## src/rtl/fix_bfp_norm.sv

```systemverilog
// Block-floating-point normalizer: buffers a frame, finds the minimum redundant-sign-bit count, re-emits it shifted.
// Optional FIX_BFP_BYPASS_EN adds a per-frame bypass input that forces exp=0 with unshifted data.
module fix_bfp_norm #(
  parameter int WIDTH     = 16,
  parameter int FRAME_LEN = 8,
  parameter int EXP_WIDTH = $clog2(WIDTH)
) (
  input  logic                 clk,
  input  logic                 rst,
  input  logic [WIDTH-1:0]     in_data,
  input  logic                 in_valid,
  output logic                 in_ready,
  output logic [WIDTH-1:0]     out_data,
  output logic                 out_valid,
  input  logic                 out_ready,
  output logic [EXP_WIDTH-1:0] out_exp,
  output logic                 out_last
`ifdef FIX_BFP_BYPASS_EN
  ,
  input  logic                 bypass
`endif
);

  localparam int                   CNT_W   = $clog2(FRAME_LEN);
  localparam logic [CNT_W-1:0]     LAST    = CNT_W'(FRAME_LEN - 1);
  localparam logic [EXP_WIDTH-1:0] RSB_MAX = EXP_WIDTH'(WIDTH - 1);

  typedef enum logic {FILL, DRAIN} state_t;

  state_t               state_q, state_d;
  logic [CNT_W-1:0]     count_q, count_d;
  logic [EXP_WIDTH-1:0] min_rsb_q, min_rsb_d;
  logic [EXP_WIDTH-1:0] exp_q, exp_d;
  logic [WIDTH-1:0]     mem_q [FRAME_LEN];
  logic [EXP_WIDTH-1:0] in_rsb, min_rsb_new, shift;

  function automatic logic [EXP_WIDTH-1:0] rsb(input logic [WIDTH-1:0] x);
    logic                 run;
    logic [EXP_WIDTH-1:0] n;
    run = 1'b1;
    n   = '0;
    for (int i = WIDTH - 2; i >= 0; i--) begin
      if (run && (x[i] == x[WIDTH-1])) n = n + 1'b1;
      else                             run = 1'b0;
    end
    return n;
  endfunction

  assign in_rsb      = rsb(in_data);
  assign min_rsb_new = (in_rsb < min_rsb_q) ? in_rsb : min_rsb_q;

`ifdef FIX_BFP_BYPASS_EN
  logic bypass_q, bypass_d;
  assign shift = bypass_q ? '0 : exp_q;
`else
  assign shift = exp_q;
`endif

  always_comb begin
    state_d   = state_q;
    count_d   = count_q;
    min_rsb_d = min_rsb_q;
    exp_d     = exp_q;
`ifdef FIX_BFP_BYPASS_EN
    bypass_d  = bypass_q;
`endif
    in_ready  = 1'b0;
    out_valid = 1'b0;
    out_data  = '0;
    out_exp   = '0;
    out_last  = 1'b0;
    case (state_q)
      FILL: begin
        in_ready = 1'b1;
        if (in_valid) begin
          count_d   = count_q + 1'b1;
          min_rsb_d = min_rsb_new;
`ifdef FIX_BFP_BYPASS_EN
          if (count_q == '0) bypass_d = bypass;
`endif
          // The final sample's own rsb must be folded into the frame exponent.
          if (count_q == LAST) begin
            exp_d   = min_rsb_new;
            count_d = '0;
            state_d = DRAIN;
          end
        end
      end
      DRAIN: begin
        out_valid = 1'b1;
        out_exp   = shift;
        out_data  = mem_q[count_q] << shift;
        out_last  = (count_q == LAST);
        if (out_ready) begin
          count_d = count_q + 1'b1;
          if (count_q == LAST) begin
            count_d   = '0;
            min_rsb_d = RSB_MAX;
            state_d   = FILL;
          end
        end
      end
      default: state_d = FILL;
    endcase
  end

  always_ff @(posedge clk) begin
    if (rst) begin
      state_q   <= FILL;
      count_q   <= '0;
      min_rsb_q <= RSB_MAX;
      exp_q     <= '0;
`ifdef FIX_BFP_BYPASS_EN
      bypass_q  <= 1'b0;
`endif
    end else begin
      state_q   <= state_d;
      count_q   <= count_d;
      min_rsb_q <= min_rsb_d;
      exp_q     <= exp_d;
`ifdef FIX_BFP_BYPASS_EN
      bypass_q  <= bypass_d;
`endif
    end
  end

  always_ff @(posedge clk) begin
    if ((state_q == FILL) && in_valid) mem_q[count_q] <= in_data;
  end

endmodule

```

## config.mk

```make
export PLATFORM = sky130hd
export DESIGN_NAME = fix_bfp_norm
export DESIGN_NICKNAME = d
export VERILOG_FILES = /design/src/rtl/fix_bfp_norm.sv
export SDC_FILE = /design/constraint.sdc
export NUM_CORES = 1
export LEC_CHECK = 0
export BUFFER_PORTS_ARGS = -buffer_cell sky130_fd_sc_hd__buf_2
export CORE_AREA = 3 3 134 136
export DETAILED_ROUTE_END_ITERATION = 7
export DIE_AREA = 0 0 137 139
export SETUP_SLACK_MARGIN = 0.3
export SLEW_MARGIN = 10
export SYNTH_ARGS = -nofsm -noshare
export SYNTH_HDL_FRONTEND = slang
export SYNTH_SLANG_ARGS = --single-unit
```

## constraint.sdc

```tcl
create_clock -name clk -period 16.1 [get_ports clk]
set_input_delay 1.61 -clock clk [delete_from_list [all_inputs] [get_ports clk]]
set_output_delay 1.61 -clock clk [all_outputs]
set_load 0.1 [all_outputs]
```

==> reports/results.ini, run 1 <==
[run_status]
run_status=finished, final reports clean

[cts]
clk_root_buffer_cell=sky130_fd_sc_hd__clkbuf_16
clock_tree.buffer_depth=2
clkTransAtPathRegs_ns=0.06
cts_tree=yes
ctsResizeCount=0
cts_num_sinks=143
h-tree-depth=4
number_of_hold_repair_buffers_added_at_the_cts_stage=0
cts_made_buffers=17
cts_setup_buffers=0
clock_network_latency_to_the_later_pin_of_the_worst_skew_pair_ns=0.42

[min_path]
hold_depth=1
timing.hold.worst.class=reg2reg
holdPathEnd=min_rsb_q[1]
min_delay_src=min_rsb_q[1]

[worst_setup_path]
critical-path-top-cell-by-count=sky130_fd_sc_hd__ha_1
setup.reg_to_reg.worst_slack_ns=13.75
worst_setup_path_end_kind=flip-flop
worst_reg2reg_path_length_in_cells=3
max_stage_delay_ns=0.51
start_kind=input port
reg2reg_launch_point=state_q
worstReg2RegEnd=mem_q[2][14]
worstSetupPathType=in2reg
crit_arrival_ns=9.99
crit_path_top_delay_cell=sky130_fd_sc_hd__buf_2
worst_path_required_time_ns=16.40
crit_path_max_fanout=39

[synth]
synth_area_leaders=sky130_fd_sc_hd__edfxtp_1 (51%), sky130_fd_sc_hd__mux4_2 (9.8%), sky130_fd_sc_hd__mux2i_1 (4.1%)
fraction_of_registers_with_async_set_reset_pct=0
synthCells=594
synthesis.nets=631
dominantRegCellSynth=sky130_fd_sc_hd__edfxtp_1
yosysTopAreaCellShare_pct=50.55
ys_types=60
ys_seq_area_share_pct=54.50
synth_seq_cells=143
number_of_flops_mapped_to_enable_cells_by_yosys=128
yosysWarningCount=0
synth_area_um2=7604
avgSynthCellArea_um2=12.80
yosysTopAreaCell=sky130_fd_sc_hd__edfxtp_1

[finish]
final_nets=667
final_layout_size_suffix_gt1_share_pct=22.59
n_antenna_cell=0
stdcell_area_um2=8647
areaGrowthSynthToFinish_pct=13.72
final_cell_count_without_fillers=867
postLayoutCoreUtil_pct=50.70

[placement]
dp.cells=836
placed_cell_area_um2=8055
globalplace.congestion=0.8223
detailedPlace.worstSlack_ns=6.055
placement.io_buffers=42
place.detailed.hpwl_mm=11.40

[grt]
grt_pass1_vias=5055
number_of_antenna_violations_at_the_first_check_in_global_routing=0
grt_start_max_net_pins=40
global_route_usage_over_all_layers_pct=18.64
grt_pass1_wl_mm=27.21
grt_ovf=0

[die]
io_pins=43
core.rowCount=48
initial_core_util_pct=44.58
die_height_um=139
fp.coreArea_um2=17060
floorplan.die_area_um2=19040
die_w_um=137

[sta]
maxSlewHeadroom_pct=29.87
worst_case_hold_slack_ns=0.5492
final_critical_path_setup_slack_ns=6.412
setup_viol=0
finalSetupTns_ns=0
timing_hold_violations_final=0
layout_min_cycle_time_ns=9.688
slew_violations=0
worst_clock_skew_ns=0.006332
achievable_freq_mhz=103.2
grt_setup_unrepaired=false
max_slew.worst_pin.slew_ns=1.049
final.period_utilization_pct=60.18

[pwr]
post-layout-total-power_mw=0.9067
power_density_nw_per_um2=104.9
leakage_nw=3.038
ir_drop_mv=0.08127

[drt]
route.antenna.remaining_nets=0
detail_routed_via_count_per_cell=5.862
drtIter0Drc=282
post_drt_wl_per_cell_um=19.81
detail_route.wirelength_mm=17.18
route.detailed.drc=0
vias=5082
first_pass_iteration_count_of_the_detailed_router=8

[flow_run]
maximum_capacitance_violations=0

how the worst max path moves through the flow:
stage                      from           end  slack, ns
global route        in_data[15]  min_rsb_q[1]       5.70
finish              in_data[15]  min_rsb_q[1]       6.41
detailed placement  in_data[15]  min_rsb_q[1]       6.05
CTS                 in_data[15]  min_rsb_q[1]       6.47
global placement    in_data[15]  min_rsb_q[1]       6.48
floorplan           in_data[15]  min_rsb_q[1]       6.91
critical path: cells and delay by family:
family | cells | cell delay, ns
buf+inv | 1 | 0.51
fa+ha+maj | 7 | 2.10
compound gates | 14 | 2.26
xor+xnor | 3 | 0.56
simple gates | 15 | 2.69
mux | 1 | 0.22
report_power, final:
group	switching (mW)	leakage, nW	internal, mW
clock network	0.148	0.283	0.242
registers	0.00561	1.29	0.413
logic	0.0571	1.47	0.0411
total	0.211	3.04	0.696
cells in the mapped netlist (7+ instances only):
cell type,count
sky130_fd_sc_hd__inv_1,14
sky130_fd_sc_hd__o21ai_0,21
sky130_fd_sc_hd__mux4_2,33
sky130_fd_sc_hd__a21oi_1,34
sky130_fd_sc_hd__mux2i_1,31
sky130_fd_sc_hd__nand2_1,40
sky130_fd_sc_hd__nor4_1,7
sky130_fd_sc_hd__clkbuf_1,14
sky130_fd_sc_hd__dfxtp_1,15
sky130_fd_sc_hd__buf_2,9
sky130_fd_sc_hd__ha_1,17
sky130_fd_sc_hd__nor2_1,43
sky130_fd_sc_hd__or3_1,7
sky130_fd_sc_hd__mux2_2,21
sky130_fd_sc_hd__nand2b_1,9
sky130_fd_sc_hd__a211oi_1,7
sky130_fd_sc_hd__nand3_1,11
sky130_fd_sc_hd__edfxtp_1,128
sky130_fd_sc_hd__and2_1,20
sky130_fd_sc_hd__nor3_1,16
sky130_fd_sc_hd__xnor2_1,8
routing by layer:
layer  part of all wire [%]  routed length [um]  GRT usage (%)
met4                    1.4                 249          5.567
met5                      0                   0              0
met2                     49                8457          30.23
met1                     46                7957          25.76
met3                    3.0                 512          3.266
layout make-up:
cell class	instances	area, um^2
Inverter	16	60.06
Clock inverter	14	166.4
Fill cell	1507	8409
Tap cell	225	281.5
Multi-Input combinational cell	405	3319
Timing Repair Buffer	47	247.7
Sequential cell	143	4146
Clock buffer	17	425.4
sequential cells by signal (all words and copies together) (netlist names), named ones only:
register   count
min_rsb_q      4
count_q        3
exp_q          4
mem_q        128
state_q        1
placed cells by master, fill, tap and decap left out, types with 12 or more instances in the layout:
master | synthesis | routed
sky130_fd_sc_hd__o21ai_0 | 21 | 21
sky130_fd_sc_hd__buf_2 | 9 | 42
sky130_fd_sc_hd__inv_1 | 14 | 14
sky130_fd_sc_hd__and2_1 | 20 | 20
sky130_fd_sc_hd__mux2i_1 | 31 | 31
sky130_fd_sc_hd__dfxtp_1 | 15 | 13
sky130_fd_sc_hd__a21oi_1 | 34 | 34
sky130_fd_sc_hd__mux2_2 | 21 | 21
sky130_fd_sc_hd__edfxtp_1 | 128 | 128
sky130_fd_sc_hd__ha_1 | 17 | 17
sky130_fd_sc_hd__clkbuf_16 | 0 | 17
sky130_fd_sc_hd__nor2_1 | 43 | 43
sky130_fd_sc_hd__mux4_2 | 33 | 33
sky130_fd_sc_hd__nor3_1 | 16 | 12
sky130_fd_sc_hd__nand2_1 | 40 | 40
cell families (layout without fill, tap and decap cells):
group / count (synthesis) / count (layout) / share of synthesized area [%]
compound gates: 113 / 113 / 9.775
xor+xnor: 12 / 12 / 1.580
fa+ha+maj: 17 / 17 / 2.797
buf+inv: 46 / 94 / 2.518
flops: 143 / 143 / 54.50
mux: 86 / 86 / 17.11
simple gates: 177 / 177 / 11.72
No activity file was read; power rests on OpenSTA's default activity.
==> run 2, diff against run 1 <==
clock period = 9.1 ns   (was 16.1 ns; I/O delays follow)
==> reports/results.ini, run 2 (same netlist as run 1, synthesis figures left out) <==
[run_status]
run_status=finished, final reports clean

[cts]
clkTransAtPathRegs_ns=0.06  ; about the same
cts_tree=yes
h-tree-depth=4  ; unchanged
clk_root_buffer_cell=sky130_fd_sc_hd__clkbuf_16
clock_tree.buffer_depth=2  ; unchanged
number_of_hold_repair_buffers_added_at_the_cts_stage=0  ; unchanged
cts_num_sinks=143  ; unchanged
cts_made_buffers=17  ; unchanged
clock_network_latency_to_the_later_pin_of_the_worst_skew_pair_ns=0.42  ; about the same

[sta]
layout_min_cycle_time_ns=8.375
maxSlewHeadroom_pct=29.98  ; +0.11 points
grt_setup_unrepaired=false
timing_hold_violations_final=0  ; unchanged
worst_clock_skew_ns=0.01256  ; +0.006227 ns
final.period_utilization_pct=92.03
achievable_freq_mhz=119.4
worst_case_hold_slack_ns=0.5582  ; +0.009046 ns
setup_viol=0  ; unchanged
final_critical_path_setup_slack_ns=0.7254  ; -5.686 ns
slew_violations=0  ; unchanged
finalSetupTns_ns=0  ; unchanged
max_slew.worst_pin.slew_ns=1.047  ; -0.001613 ns

[pwr]
share_seq_of_total_power_pct=45.1  ; -1.0 points
power_density_nw_per_um2=186.1  ; +78%
p_comb_share_pct=11.1  ; +0.3 points
ir_drop_mv=0.1384  ; +70%
p_int_mw=1.266  ; +82%
clock_power_share_pct=43.8  ; +0.8 points
switching_share_pct=22.87  ; -0.37 points
netSwitchingPower_mw=0.3754  ; +78%
post-layout-total-power_mw=1.641  ; +81%
leakage_nw=3.102  ; +2.1%

[finish]
final_layout_size_suffix_gt1_share_pct=25.23  ; +2.6 points
largest_register_ffs=128  ; unchanged
final_cell_count_without_fillers=875  ; +0.92%
layout_common_cells=sky130_fd_sc_hd__edfxtp_1 (128), sky130_fd_sc_hd__nor2_1 (43), sky130_fd_sc_hd__nand2_1 (40), sky130_fd_sc_hd__buf_2 (39), sky130_fd_sc_hd__mux4_2 (33)
stdcell_area_um2=8816  ; +2.0%
postLayoutCoreUtil_pct=51.69  ; +0.99 points
regMostFlops=mem_q
n_antenna_cell=0  ; unchanged
areaGrowthSynthToFinish_pct=15.95
top_regs=mem_q: 128 flops, exp_q: 4 flops, min_rsb_q: 4 flops
final_nets=675  ; +1.2%
commonest_non_fill_non_tap_cell_in_the_layout=sky130_fd_sc_hd__edfxtp_1

[die]
io_pins=43  ; unchanged
die_w_um=137  ; unchanged
core.rowCount=48  ; unchanged
fp.coreArea_um2=17060  ; unchanged
initial_core_util_pct=44.58  ; unchanged
die_height_um=139  ; unchanged
floorplan.die_area_um2=19040  ; unchanged

[drt]
vias=5149  ; +1.3%
route.detailed.drc=0  ; unchanged
drtIter0Drc=394  ; +40%
detail_route.wirelength_mm=17.47  ; +1.7%
route.antenna.remaining_nets=0  ; unchanged
detail_routed_via_count_per_cell=5.885  ; +0.39%
first_pass_iteration_count_of_the_detailed_router=5  ; -3
post_drt_wl_per_cell_um=19.97  ; +0.80%

[grt]
gr-usage-met1_pct=24.53  ; -1.2 points
grt_ovf=0  ; unchanged
grt_use_met2_pct=31.78  ; +1.5 points
most_crowded_layer_gr=met2
global_route_usage_over_all_layers_pct=18.91  ; +0.27 points
grt_pass1_wl_mm=27.67  ; +1.7%
grt_start_max_net_pins=33  ; -18%
gr-usage-met3_pct=3.266  ; unchanged
number_of_antenna_violations_at_the_first_check_in_global_routing=0  ; unchanged
grt_pass1_vias=5128  ; +1.4%

[worst_setup_path]
crit_arrival_ns=8.68  ; -1.31 ns
worst_setup_path_end_kind=flip-flop
critical-path-top-cell-by-count=sky130_fd_sc_hd__ha_1
setup.reg_to_reg.worst_slack_ns=6.74  ; -7.01 ns
crit_path_top_delay_cell=sky130_fd_sc_hd__or3_4
crit_path_max_fanout=19  ; -51%
start_kind=input port
worst_path_required_time_ns=9.41  ; -6.99 ns
worstSetupPathType=in2reg
max_stage_delay_ns=0.45  ; -0.06 ns

[placement]
detailedPlace.worstSlack_ns=-0.01292  ; -6.067 ns
globalplace.congestion=0.9183  ; +12%
placement.io_buffers=42  ; unchanged
place.detailed.hpwl_mm=11.62  ; +2.0%
placed_cell_area_um2=8085  ; +0.37%
dp.cells=840  ; +0.48%

[flow_run]
maximum_capacitance_violations=0  ; unchanged

[min_path]
timing.hold.worst.class=reg2reg

-- run 2: changes by cell type in the layout (fill, tap and decap cells not counted), moves of 2 or more --
cell	delta
sky130_fd_sc_hd__a211oi_1	-2
sky130_fd_sc_hd__a21oi_1	-3
sky130_fd_sc_hd__a21oi_2	+3
sky130_fd_sc_hd__buf_2	-3
sky130_fd_sc_hd__buf_4	+8
sky130_fd_sc_hd__clkbuf_4	+3
sky130_fd_sc_hd__clkinv_2	-2
-- run 2: timing repair --
action / in CTS / in global routing
resized for setup: 0 / 17
setup buffers: 0 / 4
setup endpoints to repair: 0 / 6
-- run 2: power groups by stage --
| stage | clock network, mW | logic [mW] | registers, mW |
|---|---|---|---|
| finish | 0.719 | 0.182 | 0.740 |
| global route | 0.759 | 0.201 | 0.741 |
| CTS | 0.729 | 0.175 | 0.740 |
| detailed placement | 0 | 0.174 | 0.754 |
| global placement | 0 | 0.169 | 0.753 |
| floorplan | 0 | 0.126 | 0.747 |
-- run 2: cell type report --
class | instances | area, um^2
clock buffers | 18 | 429.2
multi-input cells | 405 | 3396
flip-flops and latches | 143 | 4146
clock inverters | 13 | 187.7
repair buffers | 55 | 315.3
well taps | 225 | 281.5
inverters | 16 | 60.06
fillers | 1476 | 8240
-- run 2: path summary, 6_finish.rpt --
kind,startpoint,endpoint,cells after the start
worst max-delay path,in_data[14],min_rsb_q[1],41
worst min-delay path,min_rsb_q[1],min_rsb_q[1],1
worst max register to register,state_q,mem_q[5][9],3
worst min register to register,min_rsb_q[1],min_rsb_q[1],1
-- run 2: layer usage --
metal	share of wire [%]	wire length (um)	vias to the layer above
met2	52	9090	122
met1	42	7387	2608
met4	1.8	311	0
met5	0	0	-
li1	-	-	2397
met3	3.9	684	22
-- run 2: worst max-delay path, delay by kind of cell --
kind,cells,cell delay [ns]
multiplexers,1,0.24
AO/OA/AOI/OAI,14,2.03
buffers and inverters,1,0.21
adder cells (fa/ha/maj),7,2.04
XOR/XNOR,3,0.48
AND/OR/NAND/NOR,15,2.76
==> run 3, diff against run 2 <==
GPL_TIMING_DRIVEN = 0   (was unset)
==> reports/results.ini, run 3 (same netlist as run 1, synthesis figures left out) <==
[drt]
route.detailed.drc=0  ; unchanged
detail_route.wirelength_mm=18.40  ; +5.3%
detail_routed_via_count_per_cell=5.765  ; -2.0%
route.antenna.remaining_nets=0  ; unchanged
drtIter0Drc=347  ; -12%
first_pass_iteration_count_of_the_detailed_router=5  ; unchanged
vias=5327  ; +3.5%
post_drt_wl_per_cell_um=19.91  ; -0.30%

[sta]
achievable_freq_mhz=118.5  ; -0.80%
layout_min_cycle_time_ns=8.442  ; +0.06742 ns
timing_hold_violations_final=0  ; unchanged
slew_violations=0  ; unchanged
worst_clock_skew_ns=0.009517  ; -0.003042 ns
finalSetupTns_ns=0  ; unchanged
final.period_utilization_pct=92.77  ; +0.74 points
grt_setup_unrepaired=false
max_slew.worst_pin.slew_ns=0.9427  ; -0.1043 ns
maxSlewHeadroom_pct=36.67  ; +6.7 points
worst_case_hold_slack_ns=0.5537  ; -0.004553 ns
setup_viol=0  ; unchanged

[min_path]
hold_depth=1  ; unchanged
timing.hold.worst.class=reg2reg

[worst_setup_path]
worstSetupPathType=in2reg
start_kind=input port
worst_setup_path_end_kind=flip-flop
max_stage_delay_ns=0.36  ; -0.09 ns
worst_reg2reg_path_length_in_cells=5  ; +2
crit_arrival_ns=8.73  ; +0.05 ns
critical-path-top-cell-by-count=sky130_fd_sc_hd__ha_1
crit_path_top_delay_cell=sky130_fd_sc_hd__ha_1
crit_path_max_fanout=16  ; -3
worst_path_required_time_ns=9.39  ; -0.02 ns

[finish]
largest_register_ffs=128  ; unchanged
commonest_non_fill_non_tap_cell_in_the_layout=sky130_fd_sc_hd__edfxtp_1
final_layout_size_suffix_gt1_share_pct=29.47  ; +4.2 points
top_regs=mem_q: 128 flops, exp_q: 4 flops, min_rsb_q: 4 flops
fillers=1461  ; -1.0%
postLayoutCoreUtil_pct=53.69  ; +2.0 points
areaGrowthSynthToFinish_pct=20.44
final_nets=723  ; +7.1%
layout_common_cells=sky130_fd_sc_hd__edfxtp_1 (128), sky130_fd_sc_hd__buf_2 (43), sky130_fd_sc_hd__nand2_1 (40), sky130_fd_sc_hd__nor2_1 (38), sky130_fd_sc_hd__mux4_2 (33)
regMostFlops=mem_q
n_antenna_cell=0  ; unchanged
stdcell_area_um2=9158  ; +3.9%

[flow_run]
maximum_capacitance_violations=0  ; unchanged

[pwr]
post-layout-total-power_mw=1.558  ; -5.1%
power_density_nw_per_um2=170.1  ; -8.6%
ir_drop_mv=0.1100  ; -20%
leakage_nw=3.279  ; +5.7%

[grt]
grt_ovf=0  ; unchanged
grt_pass1_vias=5255  ; +2.5%
grt_pass1_wl_mm=28.85  ; +4.3%
number_of_antenna_violations_at_the_first_check_in_global_routing=0  ; unchanged
grt_start_max_net_pins=17  ; -48%
global_route_usage_over_all_layers_pct=19.74  ; +0.83 points

[cts]
cts_tree=yes
clock_network_latency_to_the_later_pin_of_the_worst_skew_pair_ns=0.40  ; -0.02 ns
h-tree-depth=4  ; unchanged
clkTransAtPathRegs_ns=0.05  ; about the same
number_of_hold_repair_buffers_added_at_the_cts_stage=0  ; unchanged
cts_num_sinks=143  ; unchanged
clk_root_buffer_cell=sky130_fd_sc_hd__clkbuf_16
clock_tree.buffer_depth=2  ; unchanged
cts_made_buffers=17  ; unchanged

[die]
io_pins=43  ; unchanged
initial_core_util_pct=44.58  ; unchanged
fp.coreArea_um2=17060  ; unchanged
die_w_um=137  ; unchanged
floorplan.die_area_um2=19040  ; unchanged
die_height_um=139  ; unchanged
core.rowCount=48  ; unchanged

[run_status]
run_status=finished, final reports clean

[placement]
globalplace.congestion=0.9138  ; -0.49%
placement.io_buffers=42  ; unchanged
place.detailed.hpwl_mm=13.38  ; +15%
placed_cell_area_um2=8275  ; +2.4%

-- run 3: final timing paths --
check	from	endpoint	slack, ns
setup reg to reg	state_q	mem_q[2][12]	6.84
hold reg to reg	min_rsb_q[1]	min_rsb_q[1]	0.55
setup / recovery	in_data[13]	min_rsb_q[1]	0.66
hold / removal	min_rsb_q[1]	min_rsb_q[1]	0.55
-- run 3: final cells by class --
type                       count  area (um^2)  share of cell area, %
clock inverter                13        98.84                  1.079
inverter                      16        60.06                 0.6558
multi-input combinational    405         3458                  37.76
sequential                   143         4144                  45.25
buffer                        30        182.7                  1.995
tap                          225        281.5                  3.074
timing repair buffer          73        499.2                  5.452
clock buffer                  19        432.9                  4.727
-- run 3: power breakdown --
part | switching (mW) | internal, mW | total (mW)
Sequential | 0.00574 | 0.730 | 0.736
Combinational | 0.117 | 0.0922 | 0.209
Clock | 0.243 | 0.370 | 0.613
-- run 3: metal layers --
layer  track usage, %  part of all wire, %  vias up
met2            32.66                   51      125
met3            3.229                  3.8       11
met4            4.044                 0.78        0
met5                0                    0        -
li1                 -                    -     2501
met1            27.67                   44     2690
-- run 3: what timing repair did --
action	4_1_cts	5_1_grt
setup endpoints to repair	6	6
pin swaps	3	24
resized for setup	16	38
setup buffers	2	15
-- run 3: worst max-delay path: cells and delay by family --
| kind | cells | cell delay [ns] |
|---|---|---|
| xor gates and xnor gates | 3 | 0.59 |
| adders and majority gates | 7 | 2.02 |
| AOI/OAI and AO/OA | 14 | 2.54 |
| buffers and inverters | 4 | 0.56 |
| and+or+nand+nor | 10 | 1.61 |
| muxes | 2 | 0.46 |
-- run 3: per-stage QoR --
step / instances / setup slack (ns)
2_1_floorplan: 594 / 0.6132
3_3_place_gp: 861 / -0.6430
3_5_place_dp: 875 / -0.8466
4_1_cts: 909 / 0.3090
5_1_grt: 924 / 0.1534
6_report: 924 / 0.6580
